<file path="src/rtl/iq_requant_packer.sv">
// Requantises 16-bit signed I/Q samples to OUT_BITS each and packs SPW samples
// MSB-first into 32-bit AXI-Stream words; tlast flushes a partial word zero-padded.
module iq_requant_packer #(
  parameter int OUT_BITS = 4,
  parameter int ROUND    = 0
) (
  input  logic        clk,
  input  logic        reset,
  input  logic        clear,
  input  logic [31:0] i_tdata,
  input  logic        i_tvalid,
  output logic        i_tready,
  input  logic        i_tlast,
  output logic [31:0] o_tdata,
  output logic        o_tvalid,
  input  logic        o_tready,
  output logic        o_tlast
);

  localparam int unsigned FW     = 32'(2 * OUT_BITS);
  localparam int unsigned SPW    = 32'(16 / OUT_BITS);
  localparam int unsigned SLOT_W = (SPW > 1) ? $clog2(SPW) : 1;
  localparam logic [15:0] RND_ADD = 16'(1 << (15 - OUT_BITS));
  localparam logic [OUT_BITS-1:0] SAT = OUT_BITS'((1 << (OUT_BITS - 1)) - 1);

  // Top OUT_BITS of a component, optionally rounded half-up with positive saturation
  function automatic logic [OUT_BITS-1:0] quant(input logic [15:0] c);
    logic [16:0] sum;
    sum = {c[15], c} + {1'b0, RND_ADD};
    if (ROUND == 0) return OUT_BITS'(c >> (16 - OUT_BITS));
    if (sum[16] != sum[15]) return SAT;
    return OUT_BITS'(sum[15:0] >> (16 - OUT_BITS));
  endfunction

  logic [SLOT_W-1:0] slot;
  logic [31:0]       acc;
  logic [FW-1:0]     field;
  logic [5:0]        shamt;
  logic [31:0]       word;
  logic              completing;
  logic              accept;

  // Field placement and handshake; only completing beats can be backpressured
  always_comb begin
    field      = {quant(i_tdata[31:16]), quant(i_tdata[15:0])};
    shamt      = 6'(32 - FW * (32'(slot) + 32'd1));
    word       = acc | (32'(field) << shamt);
    completing = (slot == SLOT_W'(SPW - 1)) || i_tlast;
    i_tready   = ~completing | ~o_tvalid | o_tready;
    accept     = i_tvalid & i_tready;
  end

  always_ff @(posedge clk or posedge reset) begin
    if (reset) begin
      slot     <= '0;
      acc      <= '0;
      o_tdata  <= '0;
      o_tlast  <= 1'b0;
      o_tvalid <= 1'b0;
    end else if (clear) begin
      slot     <= '0;
      acc      <= '0;
      o_tvalid <= 1'b0;
    end else begin
      if (o_tvalid && o_tready) o_tvalid <= 1'b0;
      if (accept) begin
        if (completing) begin
          o_tdata  <= word;
          o_tlast  <= i_tlast;
          o_tvalid <= 1'b1;
          slot     <= '0;
          acc      <= '0;
        end else begin
          acc  <= word;
          slot <= slot + SLOT_W'(1);
        end
      end
    end
  end

endmodule
</file>
<file path="config.mk">
export PLATFORM = sky130hd
export DESIGN_NAME = iq_requant_packer
export DESIGN_NICKNAME = d
export VERILOG_FILES = /design/src/rtl/iq_requant_packer.sv
export SDC_FILE = /design/constraint.sdc
export NUM_CORES = 1
export LEC_CHECK = 0
export CORE_MARGIN = 2
export CORE_UTILIZATION = 25
export DETAILED_ROUTE_END_ITERATION = 10
export SLEW_MARGIN = 30
export SYNTH_ARGS = -nofsm -noshare
export SYNTH_HDL_FRONTEND = slang
export SYNTH_SLANG_ARGS = --single-unit
</file>
<file path="constraint.sdc">
create_clock -name clk -period 2.15 [get_ports clk]
set_input_delay 0.5375 -clock clk [delete_from_list [all_inputs] [get_ports clk]]
set_output_delay 0.5375 -clock clk [all_outputs]
set_load 0.01 [all_outputs]
</file>
==> qor.yml <==
hp-start: "acc[1]"
syn_area_per_cell_um2: 10.6
yosysWarnings: 0
fin_util_pct: 33.9
syn-num-nets: 315
clock-sinks: 68
row_count: 39
reg2reg_from: "slot[0]"
n_antenna_cell: 0
drc_errors: 0
max-vdd-ir-drop_mv: 0.350
gp_congestion: 0.766
relSlewSlack_pct: 35.8
initial_core_util_pct: 25.7
ys_ff_latch: 68
drive_above_1_share_pct: 9.79
clock.fmax_mhz: 499
synth-seq-area-share_pct: 58.0
clock_skew_ps: 6.37
pin_count: 73
start_kind: "input pin"
cts-root-buf: "clkbuf_16"
antenna_found_initial: 0
wl_per_cell_um: 14.6
cts_max_path_buffers: 2
yosysUniqueCellTypes: 21
p_per_area_mw_per_mm2: 819
min_path_type: "reg2reg"
netlist_area_mm2: 0.00293
final.fill_count: 1167
via_per_inst: 4.50
dieArea_mm2: 0.0126
grt_first_pass_wirelength_mm: 11.4
setup_viol: 0
hold_path_end: "acc[1]"
timing.rr.end: "o_tdata[26]"
layout.nets: 362
report.final.slew_viol_count: 0
finalHoldViolations: 0
chipWidth_um: 112
portBuffers: 48
mostFrequentLayoutCells: "dfrtp_1 (68), clkdlybuf4s50_1 (47), a21oi_1 (37), inv_1 (34), nor2_1 (33)"
rrSetupSlack_ps: 170
rr_worst_depth: 4
cp.arrival_ps: 1470
area_growth_pct: 32.0
coreArea_mm2: 0.0114
wirelength_mm: 6.86
postPlaceCellArea_mm2: 0.00361
cts_max_level: 3
timing.final.crit_share_pct: 93.3
grt_max_degree: 59
worst-path-max-fanout: 2
firstDrtPassIters: 4
first_global_vias: 2123
end_kind: "output port"
syn-instance-count: 276
cts_tree: "built"
vias: 2114
layout_commonest_cell: "dfrtp_1"
hold_depth: 2
fin_setup_tns_ps: 0
numCtsBuffers: 9
critPathRequiredTime_ps: 1610
ant_nets: 0
worstSetupPathType: "in2out"
clk-insertion-delay-late_ps: 330
die_h_um: 112
worst_pin_slew_ps: 960
drt_iter0_drc: 106
min_period_ps: 2010
dp_hpwl_mm: 4.43
track_usage_pct: 11.5
grt-ovfl-total: 0
outcome: "finished clean"
clk_pin_slew_ps: 50
cap_violations: 0
p_leak_nw: 1.62
final_area_mm2: 0.00387
rsz0062_at_grt: "no"
[kinds of logic after synthesis]
kind of cell / Yosys count / synth area share [%]
fa+ha+maj: 1 / 0.427
flops: 68 / 58.0
buf+inv: 59 / 9.05
compound gates: 74 / 14.4
simple gates: 41 / 6.79
mux: 33 / 11.3
[sequential cells by signal, indices dropped and copies added, names as in the netlist]
signal,count
acc,32
o_tdata,32
o_tlast,1
o_tvalid,1
slot,2
[synth_stat cells, drive strengths merged]
library cell	instances	area share, %
clkbuf	4	0.51
o211ai	2	0.51
a31oi	32	6.8
inv	35	4.5
ha	1	0.43
and2	1	0.21
nor4b	2	0.81
o21ai	2	0.47
mux2i	32	11
dfrtp	68	58
nor2	33	4.2
mux2	1	0.38
a21oi	37	6.3
nor3	1	0.55
buf	20	4.1
nor2b	3	0.64
o21bai	1	0.26
nor4bb	1	0.34
[metrics by stage]
step	std cells	hold WS, ps	setup WS [ps]	power [mW]
2_1_floorplan	276	463	510	1.66
6_report	470	488	145	3.17
3_5_place_dp	455	482	-88.7	1.92
3_3_place_gp	455	477	-57.3	1.92
5_1_grt	470	512	36.6	3.32
4_1_cts	470	495	78.6	3.21
[critical path, stage by stage]
cell             delay [ps]
clkdlybuf4s50_1         430
nor2b_2                 140
o21ai_0                  80
dlygate4sd2_1           280
[timing repair]
item,CTS,global route
resized for setup,2,0
hold buffers,0,0
setup buffers,0,0
endpoints found under the hold margin,0,0
endpoints found under the setup margin,1,0
[worst max path at each step]
stage,end,from,depth (start not counted)
floorplan,o_tdata[24],slot[0],5
detailed placement,i_tready,o_tready,4
CTS,o_tdata[15],slot[1],4
finish,i_tready,o_tready,4
global route,o_tdata[24],slot[0],4
global placement,i_tready,o_tready,4
[layer usage]
| layer | vias to the layer above | part of all wire (%) | track usage (%) |
|---|---|---|---|
| li1 | 1027 | - | - |
| met1 | 1042 | 49 | 16.1 |
| met2 | 39 | 44 | 16.5 |
| met3 | 6 | 4.8 | 3.46 |
| met4 | 0 | 1.3 | 4.88 |
| met5 | - | 0 | 0 |
[area by class of cell]
cell class | instances | area (µm²) | area share, %
clock buffers | 12 | 236 | 6.11
repair buffers | 60 | 619 | 16.0
clock inverters | 3 | 15.0 | 0.388
well taps | 143 | 179 | 4.62
multi-input cells | 149 | 982 | 25.4
inverters | 35 | 135 | 3.49
flip-flops and latches | 68 | 1700 | 44.0
[where the power goes]
part / switching (mW) / internal (mW)
combinational: 0.239 / 0.242
sequential: 0.0468 / 1.36
clock: 0.509 / 0.768
total: 0.795 / 2.37
Note: power is estimated with default switching activity, not from simulation.
